[src/rtl/keypad_pkg.sv]
// rtl/keypad_pkg.sv - shared state type, matrix constants and key-code helpers for keypad_emulator
package keypad_pkg;

  typedef enum logic [2:0] {IDLE, BNC_IN, HOLD, BNC_OUT, GAP} kp_state_t;

  localparam int KP_ROWS = 4;
  localparam int KP_COLS = 4;
  localparam logic [KP_ROWS-1:0] KP_IDLE_ROWS = 4'b1111;

  function automatic logic [1:0] kp_row(input logic [3:0] code);
    return code[3:2];
  endfunction

  function automatic logic [1:0] kp_col(input logic [3:0] code);
    return code[1:0];
  endfunction

  function automatic int kp_max3(input int a, input int b, input int c);
    int m;
    m = (a > b) ? a : b;
    return (m > c) ? m : c;
  endfunction

endpackage

[src/rtl/lfsr16.sv]
// rtl/lfsr16.sv - 16-bit Fibonacci LFSR (taps 16,14,13,11), shifts right, advances when en is high
module lfsr16 (
  input  logic        clk,
  input  logic        rst,
  input  logic        en,
  input  logic [15:0] seed,
  output logic [15:0] q
);

  logic fb;

  assign fb = q[0] ^ q[2] ^ q[3] ^ q[5];

  always_ff @(posedge clk) begin
    if (!rst) begin
      q <= seed;
    end else if (en) begin
      q <= {fb, q[15:1]};
    end
  end

endmodule

[src/rtl/keypad_emulator.sv]
// rtl/keypad_emulator.sv - emulated 4x4 keypad answering column strobes on the rows for one timed key press
// KEYPAD_BOUNCE_EN: when defined, bounce phases drive the contact from an LFSR instead of a clean edge.
module keypad_emulator
  import keypad_pkg::*;
#(
  parameter int          HOLD_CYCLES   = 2_700_000,
  parameter int          BOUNCE_CYCLES = 135_000,
  parameter int          GAP_CYCLES    = 270_000,
  parameter logic [15:0] LFSR_SEED     = 16'hACE1
) (
  input  logic               clk,
  input  logic               rst,
  input  logic [KP_COLS-1:0] col,
  output logic [KP_ROWS-1:0] fil,
  input  logic [3:0]         key_code,
  input  logic               press_valid,
  output logic               press_ready,
  output logic               busy,
  output logic               contact
);

  localparam int MAX_CYCLES = kp_max3(HOLD_CYCLES, BOUNCE_CYCLES, GAP_CYCLES);
  localparam int CNT_W      = (MAX_CYCLES > 1) ? $clog2(MAX_CYCLES) : 1;

  localparam logic [CNT_W-1:0] BNC_LOAD  = CNT_W'(BOUNCE_CYCLES - 1);
  localparam logic [CNT_W-1:0] HOLD_LOAD = CNT_W'(HOLD_CYCLES - 1);
  localparam logic [CNT_W-1:0] GAP_LOAD  = CNT_W'(GAP_CYCLES - 1);

  kp_state_t        state, state_nxt;
  logic [CNT_W-1:0] cnt, cnt_nxt;
  logic [3:0]       code, code_nxt;
  logic             contact_nxt;
  logic             bnc_in_bit, bnc_out_bit;

`ifdef KEYPAD_BOUNCE_EN
  logic [15:0] lfsr_q;
  logic        lfsr_en;
  logic        lfsr_next0;
  logic        unused_lfsr;

  assign lfsr_en = (state == BNC_IN) || (state == BNC_OUT);

  lfsr16 u_lfsr (
    .clk  (clk),
    .rst  (rst),
    .en   (lfsr_en),
    .seed (LFSR_SEED),
    .q    (lfsr_q)
  );

  // Register the bit the LFSR will hold next cycle so contact always equals LFSR[0] in a bounce phase.
  assign lfsr_next0  = lfsr_en ? lfsr_q[1] : lfsr_q[0];
  assign bnc_in_bit  = lfsr_next0;
  assign bnc_out_bit = lfsr_next0;
  assign unused_lfsr = ^lfsr_q[15:2];
`else
  logic unused_seed;

  assign bnc_in_bit  = 1'b1;
  assign bnc_out_bit = 1'b0;
  assign unused_seed = ^LFSR_SEED;
`endif

  always_ff @(posedge clk) begin
    if (!rst) begin
      state   <= IDLE;
      cnt     <= '0;
      code    <= '0;
      contact <= 1'b0;
    end else begin
      state   <= state_nxt;
      cnt     <= cnt_nxt;
      code    <= code_nxt;
      contact <= contact_nxt;
    end
  end

  always_comb begin
    state_nxt   = state;
    cnt_nxt     = cnt;
    code_nxt    = code;
    contact_nxt = 1'b0;
    case (state)
      IDLE: begin
        if (press_valid) begin
          state_nxt = BNC_IN;
          cnt_nxt   = BNC_LOAD;
          code_nxt  = key_code;
        end
      end
      BNC_IN, HOLD, BNC_OUT, GAP: begin
        if (cnt == '0) begin
          case (state)
            BNC_IN:  begin state_nxt = HOLD;    cnt_nxt = HOLD_LOAD; end
            HOLD:    begin state_nxt = BNC_OUT; cnt_nxt = BNC_LOAD;  end
            BNC_OUT: begin state_nxt = GAP;     cnt_nxt = GAP_LOAD;  end
            default: begin state_nxt = IDLE;    cnt_nxt = '0;        end
          endcase
        end else begin
          cnt_nxt = cnt - 1'b1;
        end
      end
      default: begin
        state_nxt = IDLE;
        cnt_nxt   = '0;
      end
    endcase
    case (state_nxt)
      BNC_IN:  contact_nxt = bnc_in_bit;
      HOLD:    contact_nxt = 1'b1;
      BNC_OUT: contact_nxt = bnc_out_bit;
      default: contact_nxt = 1'b0;
    endcase
  end

  // Passive matrix: a closed contact ties its row to its column with no clock in the path.
  always_comb begin
    fil = KP_IDLE_ROWS;
    if (contact && !col[kp_col(code)]) begin
      fil[kp_row(code)] = 1'b0;
    end
  end

  assign press_ready = (state == IDLE);
  assign busy        = (state != IDLE);

endmodule

[config.mk]
export PLATFORM = sky130hd
export DESIGN_NAME = keypad_emulator
export DESIGN_NICKNAME = d
export VERILOG_FILES = /design/src/rtl/keypad_pkg.sv /design/src/rtl/lfsr16.sv /design/src/rtl/keypad_emulator.sv
export SDC_FILE = /design/constraint.sdc
export NUM_CORES = 1
export LEC_CHECK = 0
export CORE_MARGIN = 2
export CORE_UTILIZATION = 30
export DETAILED_ROUTE_END_ITERATION = 10
export PLACE_DENSITY_LB_ADDON = 0.2
export SYNTH_ARGS = -nofsm -noshare
export SYNTH_HDL_FRONTEND = slang
export SYNTH_SLANG_ARGS = --single-unit
[constraint.sdc]
create_clock -name clk -period 5.5 [get_ports clk]
set_input_delay 1.375 -clock clk [delete_from_list [all_inputs] [get_ports clk]]
set_output_delay 1.375 -clock clk [all_outputs]
set_load 0.05 [all_outputs]
---- Yosys cells after proc, flatten, opt, wreduce, memory -nomap -nowiden ----
Cells that the tools add are included.
word-level totals
  bits in registers ....................... 30
  bits of input ports ..................... 11
operators by class
  add/subtract/negate cells ............... 1
  order comparisons ....................... 3
  eq/ne operators ......................... 7
  muxes and demuxes ....................... 14
  bitwise gates (word level) .............. 1
  reductions and logical operators ........ 9
operator list
  cell                                                                                  count
  22-bit one-hot mux with 3 select lines                                                1
  22-bit two-way mux                                                                    2
  22-bit one-hot mux with 2 select lines                                                1
  22-bit logical NOT                                                                    1
  22-bit by 1-bit subtractor with 22-bit output (second input constant)                 1
  3-bit by 2-bit equality test with 1-bit output (second input constant)                3
  3-bit one-hot mux with 3 select lines                                                 1
  3-bit by 1-bit equality test with 1-bit output (second input constant)                2
  2-bit by 3-bit < comparator with 1-bit output (second input constant)                 2
  3-bit two-way mux                                                                     2
  3-bit one-hot mux with 2 select lines                                                 1
  4-bit two-way mux                                                                     1
  4-bit NOT                                                                             1
  4-bit OR reduction                                                                    1
  3-bit equality test (second input constant)                                           1
  3-bit logical NOT                                                                     1
  1-bit two-way mux                                                                     3
  3-bit nonzero test                                                                    1
  1-bit binary-select mux with 2-bit select                                             1
  1-bit demux with 2-bit select                                                         1
  2-bit by 1-bit greater-or-equal comparator with 1-bit output (second input constant)  1
  1-bit logical AND                                                                     2
  2-bit != test (second input constant)                                                 1
  2-bit AND reduction                                                                   1
  2 further kinds                                                                       2

---- Depth between registers and ports, before layout ----
  depth after elaboration ................. 7
  depth in mapped cells ................... 10
  gate-level depth less buffers ........... 8

---- Worst setup path before layout ----
Ideal clock, no wire load.
  path kind ............................... in2out
  from .................................... in col[3]
  to ...................................... out fil[0]
  data arrival time ....................... 2540 ps
  data required time ...................... 4125 ps
  path slack .............................. 1585 ps
  cell stages on the path ................. 3
  path through ............................ mux4_2 -> nand2b_1 -> or3_1
between the ends
  word-level cells in the longest chain between the ends .. 5
ends and longest elaborated chain
  item                                       line                    source
  start, declared                            keypad_emulator.sv:13   input logic [KP_COLS-1:0] col,
  1-bit binary-select mux with 2-bit select  keypad_emulator.sv:119  if (contact && !col[kp_col(code)]) begin
  1-bit two-way mux (not written as such)    keypad_emulator.sv:119
  1-bit logical NOT                          keypad_emulator.sv:119
  1-bit logical AND                          keypad_emulator.sv:119
  4-bit two-way mux                          keypad_emulator.sv:119
  end, declared                              keypad_emulator.sv:14   output logic [KP_ROWS-1:0] fil,
No other way between the ends. The select of a mux whose other input is x is not followed.

---- Final worst setup path ----
Ends and elaborated chain as after synthesis.

==> impl_metrics.csv <==
group,metric,value,unit
die,initial_utilization,0.309,
sta,final-max-slew-violation-count,0,
critical_path,cp_cell_sequence,"clkdlybuf4s50_1 > mux4_2 > nand2b_1 > or3_1 > clkdlybuf4s50_1",
drt,met3WireLength,317,um
sta,worst_clock_skew,0.00903,ns
critical_path,crit_arrival,3.44,ns
sta,timing.setup.tns,0,ns
synthesis,seq_area_frac_synth,0.308,
power,irDropWorstVdd,0.101,mV
global_route,first_global_vias,1877,
drt,first_iter_violations,174,
layout,layout.filler_cells,677,
flow_run,cap_violations,0,
placed_design,gp_congestion,0.802,
synthesis,synth_largest_area_cell,"sky130_fd_sc_hd__dfxtp_1",
sta,fin_crit_sh,0.875,
die,die_span_y,84.6,um
global_route,track_usage,0.162,
sta,timing.final.setup_violations,0,
synthesis,yosys-mux-area-fraction,0.0115,
synthesis,synth_top_area_share,0.308,
critical_path,worst_path_most_repeated_cell,"sky130_fd_sc_hd__clkdlybuf4s50_1",
synthesis,syn_nets,269,
placed_design,hpwl,3.95,mm
synthesis,netlist_top_cells_area,"sky130_fd_sc_hd__dfxtp_1 31%, sky130_fd_sc_hd__nand2_1 6.5%, sky130_fd_sc_hd__a21oi_1 4.6%",
drt,wl_per_cell,16.2,um
drt,vias,2017,
clock_network,cts_post_setup_buffers_inserted,0,
synthesis,postSynth.asyncResetShare,0,
clock_network,clk_pin_slew,0.06,ns
sta,timing.fmax,208,MHz
critical_path,category_of_the_worst_setup_path_launch_point,"input pin",
synthesis,post_synth_fa_ha_maj_area_fraction,0.0128,
critical_path,setup.worst_path.end_class,"output port",
global_route,antenna_found_initial,0,
placed_design,number_of_buffers_added_on_ports,17,
synthesis,synth_ff_type,"sky130_fd_sc_hd__dfxtp_1",
synthesis,syn_inst,256,
synthesis,syn_avg_cell_area,7.62,sq um
critical_path,cell_family_with_the_largest_share_of_critical_path_delay,"buffers and inverters",
clock_network,clk_root_buffer_cell,"sky130_fd_sc_hd__clkbuf_8",
die,fp-row-count,29,
critical_path,rr_startpoint,"cnt[16]",
drt,postRouteAntennaNets,0,
synthesis,synth_compound_gate_area_share,0.255,
layout,multi_input_comb_area,0.00126,sq mm
synthesis,synth-edff-count,0,
die,core_area,0.00631,sq mm
layout,design.final.nets,281,
layout,num_antenna_cells,0,
drt,routed_via_density,5.83,
clock_network,tritoncts_clock_tree,"yes",
critical_path,cp_max_fo,4,
drt,drt_pass1_iterations,4,
drt,route.met2.wl,2.57,mm
clock_network,ctsHoldBuffers,0,
clock_network,ctsLongestPathBuffers,2,
sta,final_period_minus_worst_setup_slack,4.81,ns
synthesis,fraction_of_the_mapped_netlist_area_in_simple_logic_gates,0.330,
synthesis,synth_cell_area,0.00195,sq mm
layout,area.growth.synth_to_final,16.0,%
critical_path,worstSetupStartpoint,"col[3]",
clock_network,insertion_delay,0.29,ns
critical_path,cpPeakStageDelay,0.70,ns
critical_path,cp.required,4.12,ns
drt,routed_wire_length,5.59,mm
die,fp.dieW,84.6,um
drt,routed.top_layer,"met4",
sta,finalHoldViolCount,0,
clock_network,sinks_on_the_clock_net,30,
die,io_pins,18,
synthesis,synth_xor_area_frac,0.0359,
clock_network,tritoncts.num_buffers,5,
critical_path,critical_path_cell_with_the_highest_stage_delay,"sky130_fd_sc_hd__clkdlybuf4s50_1",
critical_path,worst_setup_path_type,"in2out",
min_path,worstHoldPathType,"reg2reg",
drt,post_route_drc,0,
sta,timing_worst_slew_pin_value,1.15,ns
sta,max_slew_margin,0.228,
placed_design,post_dp_cell_area,0.00217,sq mm
clock_network,ctsHtreeMaxLevel,2,
clock_network,post_cts_resized,0,
min_path,worstHoldStart,"code[1]",
drt,route.layer.met1.wl,2.63,mm
global_route,grt_pass1_wl,9.50,mm
synthesis,synth_top_family_by_area,"simple AND/OR/NAND/NOR gates",
global_route,globalRouteOverflowTotal,0,
synthesis,synth_seq_cells,30,
global_route,grt_start_max_net_pins,20,
layout,design_area,0.00226,sq mm
synthesis,yosys_synthesis_warning_count,0,
synthesis,synthDistinctLibCells,49,
layout,final_layout_size_suffix_gt1_frac,0.0669,
critical_path,crit_buf_inv,2,
layout,register_area,601,sq um
die,fp.dieArea,0.00716,sq mm
power,p_per_area,271,mW/mm^2
status,outcome,"finished clean",
sta,unrepaired_setup_endpoints_after_global_routing,"false",
power,total_leakage_power,0.816,nW
path summary, 6_finish.rpt:
check / endpoint / slack [ns] / depth (start not counted)
hold / removal: code[1] / 0.47 / 2
hold reg to reg: code[1] / 0.47 / 2
setup reg to reg: cnt[2] / 2.57 / 6
setup / recovery: fil[0] / 0.69 / 5
routing by layer:
layer / track usage / up-vias
li1: - / 983
met1: 0.218 / 962
met2: 0.261 / 63
met3: 0.0315 / 9
met4: 0.0548 / 0
met5: 0 / -
power by group:
part | internal (mW) | switching [mW]
clock network | 0.101 | 0.0871
logic | 0.0658 | 0.0994
registers | 0.234 | 0.0273
state kept, by name, indices dropped and copies added (netlist names):
register,count
cnt,22
contact,1
state,3
code,4
cell families after synthesis:
| group | count (synthesis) |
|---|---|
| xor gates and xnor gates | 8 |
| and+or+nand+nor | 118 |
| buffers and inverters | 23 |
| muxes | 1 |
| adders and majority gates | 2 |
| AOI/OAI and AO/OA | 74 |
| DFF | 30 |
worst reg2reg max path, stage by stage, from the launching register on:
cell and delay (ns):
sky130_fd_sc_hd__dfxtp_1 0.34, sky130_fd_sc_hd__nor4_1 0.35, sky130_fd_sc_hd__nand4_1 0.31, sky130_fd_sc_hd__nor3_2 1.01, sky130_fd_sc_hd__o21ai_0 0.36, sky130_fd_sc_hd__and3_1 0.28, sky130_fd_sc_hd__a211oi_1 0.19
cells in the final DEF, fill, tap and decap left out, types with 2 or more instances in the layout:
master / n
sky130_fd_sc_hd__nor3_1: 8
sky130_fd_sc_hd__a31oi_1: 3
sky130_fd_sc_hd__ha_1: 2
sky130_fd_sc_hd__o41ai_1: 2
sky130_fd_sc_hd__clkdlybuf4s50_1: 17
sky130_fd_sc_hd__nor4_1: 8
sky130_fd_sc_hd__a221oi_1: 2
sky130_fd_sc_hd__a221o_1: 2
sky130_fd_sc_hd__a211oi_1: 3
sky130_fd_sc_hd__nand3_1: 16
sky130_fd_sc_hd__o211ai_1: 6
sky130_fd_sc_hd__nor3b_1: 2
sky130_fd_sc_hd__and3_1: 2
sky130_fd_sc_hd__o21ai_0: 18
sky130_fd_sc_hd__nand2b_1: 5
sky130_fd_sc_hd__or4_1: 6
sky130_fd_sc_hd__o311a_1: 2
sky130_fd_sc_hd__nor2_1: 22
sky130_fd_sc_hd__inv_1: 9
sky130_fd_sc_hd__xnor2_1: 5
sky130_fd_sc_hd__xor2_1: 3
sky130_fd_sc_hd__o211a_1: 3
sky130_fd_sc_hd__nor2b_1: 2
sky130_fd_sc_hd__or3_1: 4
sky130_fd_sc_hd__nand2_1: 34
sky130_fd_sc_hd__o31a_1: 2
sky130_fd_sc_hd__a21oi_1: 18
sky130_fd_sc_hd__o311ai_0: 3
sky130_fd_sc_hd__clkbuf_8: 6
sky130_fd_sc_hd__dfxtp_1: 30
sky130_fd_sc_hd__nor4_4: 2
sky130_fd_sc_hd__nor3_2: 2
cells in the mapped netlist, drive strengths merged (3+ instances only):
cell type,number
or4,6
dfxtp,30
nor2,22
buf,3
a211oi,3
o211ai,6
xnor2,5
nor4,10
o311ai,3
nand3,16
xor2,3
inv,9
nor3,11
o21ai,18
a21oi,18
clkbuf,10
nand2b,5
nand2,34
or3,4
o211a,3
a31oi,3
final cells by class:
type,instances,share of cell area
multi-input cells,203,0.557
flip-flops and latches,30,0.265
repair buffers,18,0.0785
well taps,77,0.0426
clock buffers,7,0.0381
inverters,10,0.0166
clock inverters,1,0.00221
per-stage QoR:
step	power (mW)	instances	utilization	hold slack [ns]	setup slack (ns)
2_1_floorplan	0.384	256	-	0.441	1.59
3_3_place_gp	0.430	338	0.344	0.459	0.694
3_5_place_dp	0.429	338	0.344	0.468	0.673
4_1_cts	0.619	346	0.359	0.478	0.669
5_1_grt	0.649	346	0.359	0.518	0.610
6_report	0.614	346	0.359	0.471	0.689
(Power assumes the default switching activity.)
==> edit 1: new RTL, config.mk and constraints unchanged <==
Reset style: asynchronous (`rst`), changed in one clocked block.
--- a/src/rtl/keypad_emulator.sv
+++ b/src/rtl/keypad_emulator.sv
@@ -61,7 +61,7 @@
   assign unused_seed = ^LFSR_SEED;
 `endif
 
-  always_ff @(posedge clk) begin
+  always_ff @(posedge clk or negedge rst) begin
     if (!rst) begin
       state   <= IDLE;
       cnt     <= '0;
Formal check against the unedited RTL: differs if rst is asserted again (counterexample within 4 cycles, from zero or initial values and one cycle with rst low); with rst held inactive, the same outputs for 10 cycles.
==> edit 1 against the original RTL <==
Area after synthesis is 5.7% higher. Total power is 20% higher. Combinational power is 19% higher. First-iteration DRC count is 4.0% lower. Hold slack better by 0.054 ns. Sequential cell count stayed put. Clock skew is 0.0048 ns lower. Design area is 4.8% higher. Count of clock-buffer cells in the layout stayed put. Setup slack better by 0.034 ns. Wire length is 3.7% higher. Largest cell class unchanged. Largest power group unchanged.
==> edit 1: results (changes against the original RTL) <==
[run_status]
status = finished clean

[detailed_routing]
top_layer_used = met4
finalWirelength_um = 5794  ; +3.7%
wl_met2_um = 2565  ; -0.12%
wl_met1_um = 2798  ; +6.4%
drtIter0Drc = 167  ; -4.0%
route.met3.wl_um = 345  ; +8.8%
wl_per_cell_um = 17.45  ; +8.1%
dr.pass1.iters = 4  ; unchanged
avgViaCountPerCell = 5.813  ; -0.28%

[cells_and_area]
nets = 264  ; -6.0%
nFillCells = 692  ; +2.2%
drive_gt1_share_pct = 11.51  ; +4.8 points
reg.largest.list = cnt: 22 flops, code: 4 flops, state: 3 flops
largest_reg_flops = 22  ; unchanged
antenna_cells = 0  ; unchanged

[global_route]
grt_use_met1_pct = 23.88  ; +2.1 points
grt_pass1_vias = 1775  ; -5.4%
use_met3_pct = 3.223  ; +0.076 points
antenna_found_initial = 0  ; unchanged
grt_max_degree = 31  ; +55%
grt_pass1_wl_um = 9570  ; +0.73%
grt_usage_pct = 16.48  ; +0.26 points
grt_use_met2_pct = 24.57  ; -1.6 points

[yosys]
yosys_warnings = 0  ; unchanged
syn_avg_cell_area_um2 = 8.664  ; +14%
synth_common_cells = dfrtp_1 (30), nand2_1 (23), o21ai_0 (23), nor2_1 (22), a21oi_1 (19)
synthesis.nets = 251  ; -6.7%
async_flop_share_pct = 100.0  ; +100 points
synth_cell_types = 62  ; +27%
yosysSeqAreaShare_pct = 36.41  ; +5.6 points
synth_area_leaders = dfrtp_1 (36%), o21ai_0 (5.6%), a21oi_1 (4.6%), nand2_1 (4.2%), nor2_1 (4.0%)

[placement]
portBuffers = 17  ; unchanged
globalplace.congestion = 0.8265  ; +3.1%
hpwl_um = 3953  ; about the same
post_dp_cell_area_um2 = 2280  ; +5.0%
numPlacedInstances = 324  ; -4.1%

[setup_path]
arrival_ns = 3.40  ; -0.04 ns
cp_slowest_cell = clkdlybuf4s50_1
cpPeakStageDelay_ns = 0.69
path_max_fanout = 3  ; -1

[sta]
relSlewSlack_pct = 15.60  ; -7.2 points
fin_skew_ns = 0.004248  ; -0.004784 ns

[clock_network]
ctsResizeCount = 0  ; unchanged
numCtsBuffers = 5  ; unchanged
cts_max_path_buffers = 2  ; unchanged
htree_num_levels = 2  ; unchanged
clk_pin_slew_ns = 0.06  ; about the same
postCtsSetupBuffers = 0  ; unchanged

[power_and_ir_drop]
p_leak_nw = 0.9025  ; +11%
ir_drop_mv = 0.1075  ; +6.3%

[hold_path]
hold_class = register to register

[edit 1: path summary, 6_finish.rpt]
check	startpoint	end	slack (ns)	depth (start not counted)
setup / recovery	col[3]	fil[2]	0.72	6
hold reg to reg	code[1]	code[1]	0.52	1
min in group asynchronous	rst	cnt[20]	1.48	2
max in group asynchronous	rst	code[3]	3.73	2
hold / removal	code[1]	code[1]	0.52	1
setup reg to reg	cnt[0]	cnt[16]	2.64	8
[edit 1: critical path, delay by kind of cell]
kind | cells | cell delay, ns
buffers and inverters | 2 | 1.09
and+or+nand+nor | 3 | 0.47
muxes | 1 | 0.46
[edit 1: layout make-up]
| type | count | share of cell area (%) |
|---|---|---|
| multi-input combinational | 187 | 51.19 |
| inverter | 8 | 1.266 |
| tap | 80 | 4.222 |
| sequential | 30 | 31.66 |
| clock buffer | 7 | 3.641 |
| clock inverter | 1 | 0.2111 |
| timing repair buffer | 19 | 7.810 |
[edit 1: cell families after synthesis]
kind of cell | Yosys count | synth area share [%]
buf+inv | 21 | 4.733
fa+ha+maj | 3 | 1.759
flops | 30 | 36.41
xor+xnor | 8 | 3.398
mux | 5 | 3.276
compound gates | 78 | 25.49
simple gates | 93 | 24.94
[edit 1: where the power goes]
part / total (mW) / switching [mW] / leakage (nW) / internal (mW)
combinational: 0.197 / 0.101 / 0.491 / 0.0956
clock: 0.191 / 0.0900 / 0.0482 / 0.101
sequential: 0.352 / 0.0837 / 0.363 / 0.269
total: 0.740 / 0.275 / 0.903 / 0.465
[edit 1: per-stage QoR]
stage	hold WS [ns]	worst slack [ns]	util, %
after floorplan	0.4731	1.661	-
after global placement	0.5126	0.7590	33.93
after detailed placement	0.5188	0.6961	33.93
after CTS	0.5341	0.6942	35.29
after global routing	0.5655	0.6407	35.29
final	0.5243	0.7228	35.29
==> edit 2: new RTL, same flow settings <==
Made on the original files. Change the parameter `BOUNCE_CYCLES` from 135_000 to 67_500.
--- a/src/rtl/keypad_emulator.sv
+++ b/src/rtl/keypad_emulator.sv
@@ -4,7 +4,7 @@
   import keypad_pkg::*;
 #(
   parameter int          HOLD_CYCLES   = 2_700_000,
-  parameter int          BOUNCE_CYCLES = 135_000,
+  parameter int          BOUNCE_CYCLES = 67_500,
   parameter int          GAP_CYCLES    = 270_000,
   parameter logic [15:0] LFSR_SEED     = 16'hACE1
 ) (
Check against the original RTL: same outputs for any inputs over 10 cycles, from zero or initial values and one cycle with rst low; that may be too few to reach the edited logic, so the function may still have changed.
==> edit 2 against the original RTL <==
Wire length shrank 0.77%. Critical path type unchanged. Design area grew 0.39%. Via count shrank 5.1%. Setup slack gained 0.019 ns. Combinational power grew 10%. Global-route usage is essentially flat. Area after synthesis grew 0.96%. Synthesized cell count shrank 2.7%. Final cell count shrank 2.0%. Total power shrank 0.73%. Sequential cell count is the same.
==> edit 2: results (changes against the original RTL) <==
[detailed_routing]
drtIter0Drc = 146  ; -16%
avgViaCountPerCell = 5.646  ; -3.1%
wl_per_cell_um = 16.36  ; +1.3%

[power_and_ir_drop]
internal-power_mw = 0.3921  ; -2.0%
power_frac_comb_pct = 29.8  ; +2.9 points
ir_drop_mv = 0.1078  ; +6.6%
clock_power_share_pct = 27.8  ; -2.8 points
p_leak_nw = 0.8291  ; +1.6%

[global_route]
grt_usage_pct = 16.19  ; -0.033 points
grt_pass1_wl_um = 9404  ; -1.0%
grt_pass1_vias = 1815  ; -3.3%

[clock_network]
postCtsSetupBuffers = 0  ; unchanged
numCtsBuffers = 5  ; unchanged
clk_pin_slew_ns = 0.06  ; about the same
ctsResizeCount = 0  ; unchanged

[sta]
tightest_slew_ns = 0.8486  ; -0.3031 ns
fin_skew_ns = 0.007424  ; -0.001608 ns
setup_viol = 0  ; unchanged
hold_ws_ns = 0.5180  ; +0.04722 ns

[cells_and_area]
antenna_cells = 0  ; unchanged
nets = 275  ; -2.1%
fin_cells = 339  ; -2.0%
drive_gt1_share_pct = 8.779  ; +2.1 points
reg.largest.list = cnt: 22 flops, code: 4 flops, state: 3 flops

[setup_path]
rr_endpoint = cnt[18]
cp-endpoint = fil[0]
timing.reg2reg.setup_slack_ns = 3.04  ; +0.47 ns
arrival_ns = 3.42  ; -0.02 ns
r2r_start = cnt[2]
reg2reg_depth = 5  ; -1

[yosys]
yosys_most_used_dff = dfxtp_1
yosysSeqAreaShare_pct = 30.50  ; -0.29 points
synth_area_leaders = dfxtp_1 (30%), nor2_1 (4.6%), nand2_1 (4.2%), nand3_1 (4.1%), a21oi_1 (3.8%)
synth_cell_types = 57  ; +16%
synthesis.nets = 262  ; -2.6%
syn_avg_cell_area_um2 = 7.909  ; +3.8%
synth_common_cells = dfxtp_1 (30), nor2_1 (24), nand2_1 (22), nand3_1 (16)

[placement]
globalplace.congestion = 0.8620  ; +7.5%
numPlacedInstances = 332  ; -1.8%
hpwl_um = 4021  ; +1.8%

[run_status]
status = finished clean

==> edit 2: logic make-up after synthesis <==
logic type	synth area share (%)
AOI/OAI and AO/OA	25.79
xor gates and xnor gates	3.113
adders and majority gates	1.270
buffers and inverters	4.511
DFF	30.50
muxes	3.685
and+or+nand+nor	31.13
==> edit 2: worst min-delay path by stage <==
stage          startpoint      end  cells past startpoint
2_1_floorplan     code[1]  code[1]                      2
3_3_place_gp      cnt[19]  cnt[19]                      2
3_5_place_dp      code[1]  code[1]                      2
4_1_cts           cnt[19]  cnt[19]                      2
5_1_grt           cnt[15]  cnt[15]                      2
6_report          cnt[19]  cnt[19]                      2
==> edit 2: routing by layer <==
layer / GRT usage (%) / share of wire (%)
met3: 3.502 / 5.6
met2: 24.79 / 46
met4: 4.618 / 1.1
met1: 22.88 / 48
met5: 0 / 0
==> edit 2: worst max-delay path: stages <==
cell and delay (ns):
clkdlybuf4s50_1 0.39, mux4_2 0.44, nand2b_1 0.19, or3_1 0.31, clkdlybuf4s50_1 0.70
==> edit 2: area by class of cell <==
type / count / area, um2
clock buffer: 7 / 76.32
fill: 659 / 4078
timing repair buffer: 19 / 185.2
inverter: 9 / 33.78
tap: 77 / 96.34
sequential: 30 / 600.6
multi-input combinational: 197 / 1280
==> edit 2: through the flow <==
step	instance area (um2)	utilization (%)	setup WS (ns)	power, mW
finish	2272	35.78	0.7083	0.6096
global route	2272	35.78	0.6334	0.6497
CTS	2272	35.78	0.6988	0.6132
detailed placement	2196	34.58	0.6977	0.4435
global placement	2196	34.58	0.7133	0.4443
floorplan	1969	-	1.585	0.3963
